**src/rtl/rf_write_scheduler_pkg.sv**
```systemverilog
// rtl/rf_write_scheduler_pkg.sv - shared constants and write-request type for the RF write scheduler
//
// Purpose: widths, the hardwired-zero register index and the {addr, data}
// write-request record carried through the MDU result buffer.
package rf_sched_pkg;

  localparam int DATA_W = 32;
  localparam int ADDR_W = 5;

  localparam logic [ADDR_W-1:0] ZERO_REG = '0;

  typedef struct packed {
    logic [ADDR_W-1:0] addr;
    logic [DATA_W-1:0] data;
  } wr_req_t;

endpackage

```
**src/rtl/rf_write_scheduler_if.sv**
```systemverilog
// rtl/rf_write_scheduler_if.sv - MDU result handshake bundle
//
// Purpose: valid/ready transfer of one MDU result into the scheduler.
// Ports (signals):
//   mdu_valid  MDU result valid (held until accepted)
//   mdu_ready  scheduler can accept a result
//   mdu_addr   destination register
//   mdu_data   result value
// Modports: master = MDU side, slave = scheduler side.
interface rf_write_scheduler_if #(
  parameter int DATA_W = 32,
  parameter int ADDR_W = 5
);

  logic              mdu_valid;
  logic              mdu_ready;
  logic [ADDR_W-1:0] mdu_addr;
  logic [DATA_W-1:0] mdu_data;

  modport master (
    output mdu_valid,
    output mdu_addr,
    output mdu_data,
    input  mdu_ready
  );

  modport slave (
    input  mdu_valid,
    input  mdu_addr,
    input  mdu_data,
    output mdu_ready
  );

endinterface

```
**src/rtl/rf_write_scheduler_fifo.sv**
```systemverilog
// rtl/rf_write_scheduler_fifo.sv - circular buffer of pending MDU register writes
//
// Purpose: DEPTH-entry FIFO of wr_req_t with full/empty flags and occupancy.
// Ports:
//   clk, rst      clock, asynchronous active-high reset
//   push_i        write push_data_i at posedge (ignored when full)
//   push_data_i   request to enqueue
//   pop_i         drop head at posedge (ignored when empty)
//   head_o        oldest entry, valid while !empty_o
//   full_o        count == DEPTH
//   empty_o       count == 0
//   count_o       number of buffered entries
module rf_wr_fifo
  import rf_sched_pkg::*;
#(
  parameter int DEPTH = 2
) (
  input  logic                   clk,
  input  logic                   rst,
  input  logic                   push_i,
  input  wr_req_t                push_data_i,
  input  logic                   pop_i,
  output wr_req_t                head_o,
  output logic                   full_o,
  output logic                   empty_o,
  output logic [$clog2(DEPTH):0] count_o
);

  localparam int PW = $clog2(DEPTH);

  wr_req_t         mem_q [DEPTH];
  logic [PW-1:0]   wr_ptr_q, wr_ptr_d;
  logic [PW-1:0]   rd_ptr_q, rd_ptr_d;
  logic [PW:0]     count_q, count_d;
  logic            do_push;
  logic            do_pop;

  assign full_o  = (count_q == (PW+1)'(DEPTH));
  assign empty_o = (count_q == '0);
  assign count_o = count_q;
  assign head_o  = mem_q[rd_ptr_q];

  assign do_push = push_i && !full_o;
  assign do_pop  = pop_i && !empty_o;

  // DEPTH is a power of two, so the pointers wrap by natural overflow.
  always_comb begin
    wr_ptr_d = wr_ptr_q;
    rd_ptr_d = rd_ptr_q;
    if (do_push) wr_ptr_d = wr_ptr_q + 1'b1;
    if (do_pop)  rd_ptr_d = rd_ptr_q + 1'b1;
    count_d = count_q + (PW+1)'(do_push) - (PW+1)'(do_pop);
  end

  always_ff @(posedge clk or posedge rst) begin
    if (rst) begin
      wr_ptr_q <= '0;
      rd_ptr_q <= '0;
      count_q  <= '0;
    end else begin
      wr_ptr_q <= wr_ptr_d;
      rd_ptr_q <= rd_ptr_d;
      count_q  <= count_d;
    end
  end

  // Storage needs no reset: entries are only observed while count says valid.
  always_ff @(posedge clk) begin
    if (do_push) mem_q[wr_ptr_q] <= push_data_i;
  end

endmodule

```
**src/rtl/rf_write_scheduler.sv**
```systemverilog
// rtl/rf_write_scheduler.sv - register-file write-port arbiter with MDU busy scoreboard
//
// Purpose: shares the single RF write port between the writeback stage
// (strict priority, no backpressure) and buffered MDU results, tracks
// registers awaiting MDU results and stalls decode on hazards.
// Ports:
//   clk, rst                  clock, asynchronous active-high reset
//   wb_valid/addr/data        writeback write request
//   mdu_if (slave)            MDU result handshake
//   iss_valid/iss_dest        MDU instruction issued, its destination
//   dec_rs/dec_rt/dec_rd      decode operands (0 = unused)
//   dec_stall                 hazard stall to decode
//   rf_regwrite/writereg/writedata  RF write port
//   busy_vec                  per-register pending flags
//   fifo_count                buffered MDU results
module rf_write_scheduler
  import rf_sched_pkg::*;
#(
  parameter int DATA_W     = rf_sched_pkg::DATA_W,
  parameter int ADDR_W     = rf_sched_pkg::ADDR_W,
  parameter int FIFO_DEPTH = 2
) (
  input  logic                        clk,
  input  logic                        rst,
  input  logic                        wb_valid,
  input  logic [ADDR_W-1:0]           wb_addr,
  input  logic [DATA_W-1:0]           wb_data,
  rf_write_scheduler_if.slave         mdu_if,
  input  logic                        iss_valid,
  input  logic [ADDR_W-1:0]           iss_dest,
  input  logic [ADDR_W-1:0]           dec_rs,
  input  logic [ADDR_W-1:0]           dec_rt,
  input  logic [ADDR_W-1:0]           dec_rd,
  output logic                        dec_stall,
  output logic                        rf_regwrite,
  output logic [ADDR_W-1:0]           rf_writereg,
  output logic [DATA_W-1:0]           rf_writedata,
  output logic [2**ADDR_W-1:0]        busy_vec,
  output logic [$clog2(FIFO_DEPTH):0] fifo_count
);

  localparam int NREG = 2**ADDR_W;

  wr_req_t         fifo_head;
  wr_req_t         fifo_in;
  logic            fifo_full;
  logic            fifo_empty;
  logic            fifo_push;
  logic            fifo_pop;
  logic            mdu_ready_w;
  logic            wb_wr;
  logic [NREG-1:0] busy_q, busy_d;

  // Ready follows the current count; a pop in a full cycle does not reopen it.
  assign mdu_ready_w      = !rst && !fifo_full;
  assign mdu_if.mdu_ready = mdu_ready_w;

  // $0 results are consumed by the handshake but never stored.
  assign fifo_push = mdu_if.mdu_valid && mdu_ready_w && (mdu_if.mdu_addr != ZERO_REG);
  assign fifo_in   = '{addr: mdu_if.mdu_addr, data: mdu_if.mdu_data};

  rf_wr_fifo #(
    .DEPTH (FIFO_DEPTH)
  ) u_fifo (
    .clk         (clk),
    .rst         (rst),
    .push_i      (fifo_push),
    .push_data_i (fifo_in),
    .pop_i       (fifo_pop),
    .head_o      (fifo_head),
    .full_o      (fifo_full),
    .empty_o     (fifo_empty),
    .count_o     (fifo_count)
  );

  // WB writes to $0 do not occupy the port, letting the FIFO head through.
  assign wb_wr = wb_valid && (wb_addr != ZERO_REG);

  always_comb begin
    rf_regwrite  = 1'b0;
    rf_writereg  = '0;
    rf_writedata = '0;
    fifo_pop     = 1'b0;
    if (!rst) begin
      if (wb_wr) begin
        rf_regwrite  = 1'b1;
        rf_writereg  = wb_addr;
        rf_writedata = wb_data;
      end else if (!fifo_empty) begin
        rf_regwrite  = 1'b1;
        rf_writereg  = fifo_head.addr;
        rf_writedata = fifo_head.data;
        fifo_pop     = 1'b1;
      end
    end
  end

  // Clear on the RF write of the head, then apply the issue set so that a
  // same-cycle set of the same register wins.
  always_comb begin
    busy_d = busy_q;
    if (fifo_pop) busy_d[fifo_head.addr] = 1'b0;
    if (iss_valid && (iss_dest != ZERO_REG)) busy_d[iss_dest] = 1'b1;
    busy_d[0] = 1'b0;
  end

  always_ff @(posedge clk or posedge rst) begin
    if (rst) busy_q <= '0;
    else     busy_q <= busy_d;
  end

  assign busy_vec  = busy_q;
  assign dec_stall = busy_q[dec_rs] | busy_q[dec_rt] | busy_q[dec_rd];

endmodule

```
**src/flat_wrapper.sv**
```systemverilog
// flat-port wrapper written by rule: the top's interface ports become plain ports
module rf_write_scheduler_flat import rf_sched_pkg::*;
#(
  parameter int DATA_W     = rf_sched_pkg::DATA_W,
  parameter int ADDR_W     = rf_sched_pkg::ADDR_W,
  parameter int FIFO_DEPTH = 2
)
  (clk, rst, wb_valid, wb_addr, wb_data, iss_valid, iss_dest, dec_rs, dec_rt, dec_rd, dec_stall, rf_regwrite, rf_writereg, rf_writedata, busy_vec, fifo_count, mdu_if_mdu_valid, mdu_if_mdu_addr, mdu_if_mdu_data, mdu_if_mdu_ready);
  rf_write_scheduler_if #(.DATA_W(DATA_W), .ADDR_W(ADDR_W)) mdu_if_i ();
  input  logic clk;
  input  logic rst;
  input  logic wb_valid;
  input  logic [ADDR_W-1:0] wb_addr;
  input  logic [DATA_W-1:0] wb_data;
  input  logic iss_valid;
  input  logic [ADDR_W-1:0] iss_dest;
  input  logic [ADDR_W-1:0] dec_rs;
  input  logic [ADDR_W-1:0] dec_rt;
  input  logic [ADDR_W-1:0] dec_rd;
  output logic dec_stall;
  output logic rf_regwrite;
  output logic [ADDR_W-1:0] rf_writereg;
  output logic [DATA_W-1:0] rf_writedata;
  output logic [2**ADDR_W-1:0] busy_vec;
  output logic [$clog2(FIFO_DEPTH):0] fifo_count;
  input wire logic [$bits(mdu_if_i.mdu_valid)-1:0] mdu_if_mdu_valid;
  input wire logic [$bits(mdu_if_i.mdu_addr)-1:0] mdu_if_mdu_addr;
  input wire logic [$bits(mdu_if_i.mdu_data)-1:0] mdu_if_mdu_data;
  output wire logic [$bits(mdu_if_i.mdu_ready)-1:0] mdu_if_mdu_ready;
  assign mdu_if_i.mdu_valid = mdu_if_mdu_valid;
  assign mdu_if_i.mdu_addr = mdu_if_mdu_addr;
  assign mdu_if_i.mdu_data = mdu_if_mdu_data;
  assign mdu_if_mdu_ready = mdu_if_i.mdu_ready;
  rf_write_scheduler #(.DATA_W(DATA_W), .ADDR_W(ADDR_W), .FIFO_DEPTH(FIFO_DEPTH)) u_core (.clk(clk), .rst(rst), .wb_valid(wb_valid), .wb_addr(wb_addr), .wb_data(wb_data), .mdu_if(mdu_if_i), .iss_valid(iss_valid), .iss_dest(iss_dest), .dec_rs(dec_rs), .dec_rt(dec_rt), .dec_rd(dec_rd), .dec_stall(dec_stall), .rf_regwrite(rf_regwrite), .rf_writereg(rf_writereg), .rf_writedata(rf_writedata), .busy_vec(busy_vec), .fifo_count(fifo_count));
endmodule
```
**config.mk**
```make
export PLATFORM = sky130hd
export DESIGN_NAME = rf_write_scheduler_flat
export DESIGN_NICKNAME = d
export VERILOG_FILES = /design/src/rtl/rf_write_scheduler_pkg.sv /design/src/rtl/rf_write_scheduler_if.sv /design/src/rtl/rf_write_scheduler_fifo.sv /design/src/rtl/rf_write_scheduler.sv /design/src/flat_wrapper.sv
export SDC_FILE = /design/constraint.sdc
export NUM_CORES = 1
export LEC_CHECK = 0
export BUFFER_PORTS_ARGS = -buffer_cell sky130_fd_sc_hd__buf_2
export CORE_UTILIZATION = 51
export DETAILED_ROUTE_END_ITERATION = 16
export HOLD_SLACK_MARGIN = 0.08
export PLACE_DENSITY = 0.8
export SETUP_SLACK_MARGIN = 0.02
export SLEW_MARGIN = 5
export SYNTH_ARGS = -nofsm -noshare
export SYNTH_HDL_FRONTEND = slang
export SYNTH_SLANG_ARGS = --single-unit
```
**constraint.sdc**
```tcl
create_clock -name clk -period 3 [get_ports clk]
set_input_delay 0.3 -clock clk [delete_from_list [all_inputs] [get_ports clk]]
set_output_delay 0.3 -clock clk [all_outputs]
set_load 0.005 [all_outputs]
```
==> flow_metrics.tcl <==
set metrics [dict create \
    vias 4447 \
    syn_to_final_growth_pct 21.2 \
    drv_cap 0 \
    rsz0062_at_grt "no" \
    worstPathRequired_ns 2.70 \
    clk_pin_slew_ns 0.09 \
    skew_ns 0.00774 \
    cp-start-kind "primary input" \
    place.gp.congestion 0.900 \
    endpoint "rf_writedata[14]" \
    grt_max_degree 38 \
    status "finished clean" \
    critPathKind "primary input to output pin" \
    worst-slew-pin-transition_ns 1.10 \
    ios 173 \
    reg2reg_from "u_core.u_fifo.count_o[0]$_DFF_PP0_" \
    hp-class "primary input to register" \
    dieArea_mm2 0.0112 \
    grt_overflow 0 \
    clkLatencyLatePin_ns 0.37 \
    syn_inst 445 \
    timing.rr.end "u_core.u_fifo.mem_q[0][20]$_DFFE_PP_" \
    dp_hpwl_mm 10.5 \
    synth_warnings 0 \
    finalNetCount 713 \
    yosysSeqAreaShare 0.566 \
    clock_path_buffers 2 \
    wl_per_cell_um 18.5 \
    wl_mm 13.9 \
    power.leakage_nw 2.73 \
    synth_seq_cells 109 \
    cts-buffers-inserted 9 \
    grt_pass1_wl_mm 22.2 \
    ff_latch_area_mm2 0.00310 \
    arrival_ns 2.20 \
    drv_slew 0 \
    synth.net_count 546 \
    first_iter_violations 373 \
    clock-sinks 109 \
    hold_viol_final 0 \
    yosys-top-cells-area "edfxtp_1, dfrtp_1, mux2i_1, o21ai_0, mux4_2" \
    firstDrtPassIters 5 \
    synth_flop_cell "edfxtp_1" \
    nFillCells 824 \
    cellPowerDensity_mw_per_mm2 743 \
    setup.worst_path.start "rst" \
    syn_area_mm2 0.00548 \
    die_w_um 106 \
    viasPerCell 5.91 \
    synth.avg_cell_area_um2 12.3 \
    multi_input_area_mm2 0.00225 \
    io_buffers 171 \
    min_period_ns 2.50 \
    critPathCaptureType "output pin" \
    antenna_left 0 \
    fin_area_mm2 0.00664 \
    slew_headroom 0.264 \
    synth_top_cell_by_area "edfxtp_1" \
    maxClockFrequency_mhz 400 \
    place_area_mm2 0.00644 \
    synth_top_area_frac 0.406 \
    worstHoldStart "mdu_if_mdu_data[2]" \
    setup-tns-final_ns 0 \
    worst-path-max-fanout 37 \
    reg2reg_slack_ns 0.76 \
    finalSetupViolations 0 \
    cts-root-buf "clkbuf_8" \
    antenna_found_initial 0 \
    reg2reg_depth 4 \
    synth-async-reset-ratio 0.321 \
    fin_crit_sh 0.834 \
    ys_types 47 \
    core-area_mm2 0.0104 \
    cts_setup_buffers 0 \
    start_util 0.528 \
    drc 0 \
    cts_tree "done" \
    grt_usage 0.259 \
    rows 37 \
    die_h_um 106 \
    ctsHtreeMaxLevel 3 \
    diodes 0 \
    ir_drop_mv 0.395 \
    synth-edff-count 74 \
    layout-drive-gt1-share 0.383 \
    grt_pass1_vias 4462 \
]
## cell usage in the layout, fill, tap and decap left out, types with 3 or more instances in the layout
cell type	instances
edfxtp_1	74
a21oi_1	3
o21ai_0	87
a2111oi_0	4
a221oi_1	3
nand4_1	5
buf_2	171
buf_4	4
xnor2_1	3
mux4_2	13
mux2_2	14
mux2i_1	45
clkbuf_8	9
nand3b_1	8
nor2_1	9
nor2b_1	8
o21ai_2	8
clkinvlp_4	3
nand3_1	6
nand2_1	50
o2111ai_1	3
or3b_2	3
inv_1	9
o31ai_1	4
dfrtp_1	34
## stage by stage
step | total power (W) | std cells | hold slack (ns) | utilization | worst slack [ns]
floorplan | 0.00335 | 445 | 0.399 | - | 0.145
global placement | 0.00402 | 736 | 0.197 | 0.621 | 0.665
detailed placement | 0.00410 | 736 | 0.208 | 0.621 | 0.535
CTS | 0.00494 | 752 | 0.0830 | 0.640 | 0.543
global route | 0.00520 | 752 | 0.0875 | 0.640 | 0.346
finish | 0.00494 | 752 | 0.109 | 0.640 | 0.498
## per-layer routing
metal,wire length (um),share of wire,global-route usage,up-vias
met5,0,0,0,-
li1,-,-,-,2026
met4,296,0.021,0.101,0
met1,5670,0.41,0.330,2162
met3,1110,0.080,0.0606,24
met2,6800,0.49,0.431,235
## sequential cells by signal, summed over array words and instances, names as in the netlist
signal and cells:
u_core.u_fifo.mem_q 74, u_core.busy_vec 31, u_core.u_fifo.count_o 2, u_core.u_fifo.rd_ptr_q 1, u_core.u_fifo.wr_ptr_q 1
## critical path: stages
cell and delay [ns]:
dlygate4sd3_1 0.54, buf_2 0.16, nor2_1 0.38, nand2_2 0.15, buf_4 0.27, o21ai_0 0.23, buf_2 0.15
## kinds of logic (layout without fill, tap and decap cells)
logic type,count (synthesis),in the layout,share of synthesized area
other,1,1,0.000685
DFF,109,109,0.566
muxes,72,72,0.164
and+or+nand+nor,106,106,0.0982
AOI/OAI and AO/OA,122,122,0.132
buffers and inverters,29,200,0.0265
xor gates and xnor gates,4,4,0.00777
adders and majority gates,2,2,0.00457
## cell usage after synthesis (all sizes together), types with 4 or more instances
master   number
a2111oi       4
buf          17
dfrtp        35
edfxtp       74
inv           9
mux2         14
mux2i        45
mux4         13
nand2        51
nand3         6
nand3b        8
nand4         6
nor2         12
nor2b         8
o21ai        96
o31ai         4
xnor2         4
## area by class of cell
type / instances / area share
sequential: 109 / 0.467
multi-input combinational: 307 / 0.339
timing repair buffer: 176 / 0.135
tap: 136 / 0.0256
clock buffer: 9 / 0.0187
clock inverter: 6 / 0.00980
inverter: 9 / 0.00509
## worst min path at each step
stage	end	slack (ns)	cells after the start
2_1_floorplan	u_core.u_fifo.mem_q[0][0]$_DFFE_PP_	0.40	0
4_1_cts	u_core.u_fifo.mem_q[1][2]$_DFFE_PP_	0.08	1
3_3_place_gp	u_core.u_fifo.count_o[0]$_DFF_PP0_	0.20	2
6_report	u_core.u_fifo.mem_q[1][2]$_DFFE_PP_	0.11	1
5_1_grt	u_core.u_fifo.mem_q[0][3]$_DFFE_PP_	0.09	1
3_5_place_dp	u_core.u_fifo.count_o[0]$_DFF_PP0_	0.21	2
## where the power goes
group          leakage (nW)  switching [W]  total (W)  internal [W]
Sequential             1.09       0.000408    0.00238       0.00197
Clock                0.0850       0.000474   0.000853      0.000379
Combinational          1.56       0.000864    0.00171      0.000842
Total                  2.73        0.00175    0.00494       0.00319
## repair_timing
item | CTS | global route
gates resized for setup | 0 | 0
setup endpoints to repair | 0 | 0
hold endpoints to repair | 1 | 0
hold buffers | 1 | 0
Note: power is estimated with default switching activity, not from simulation.
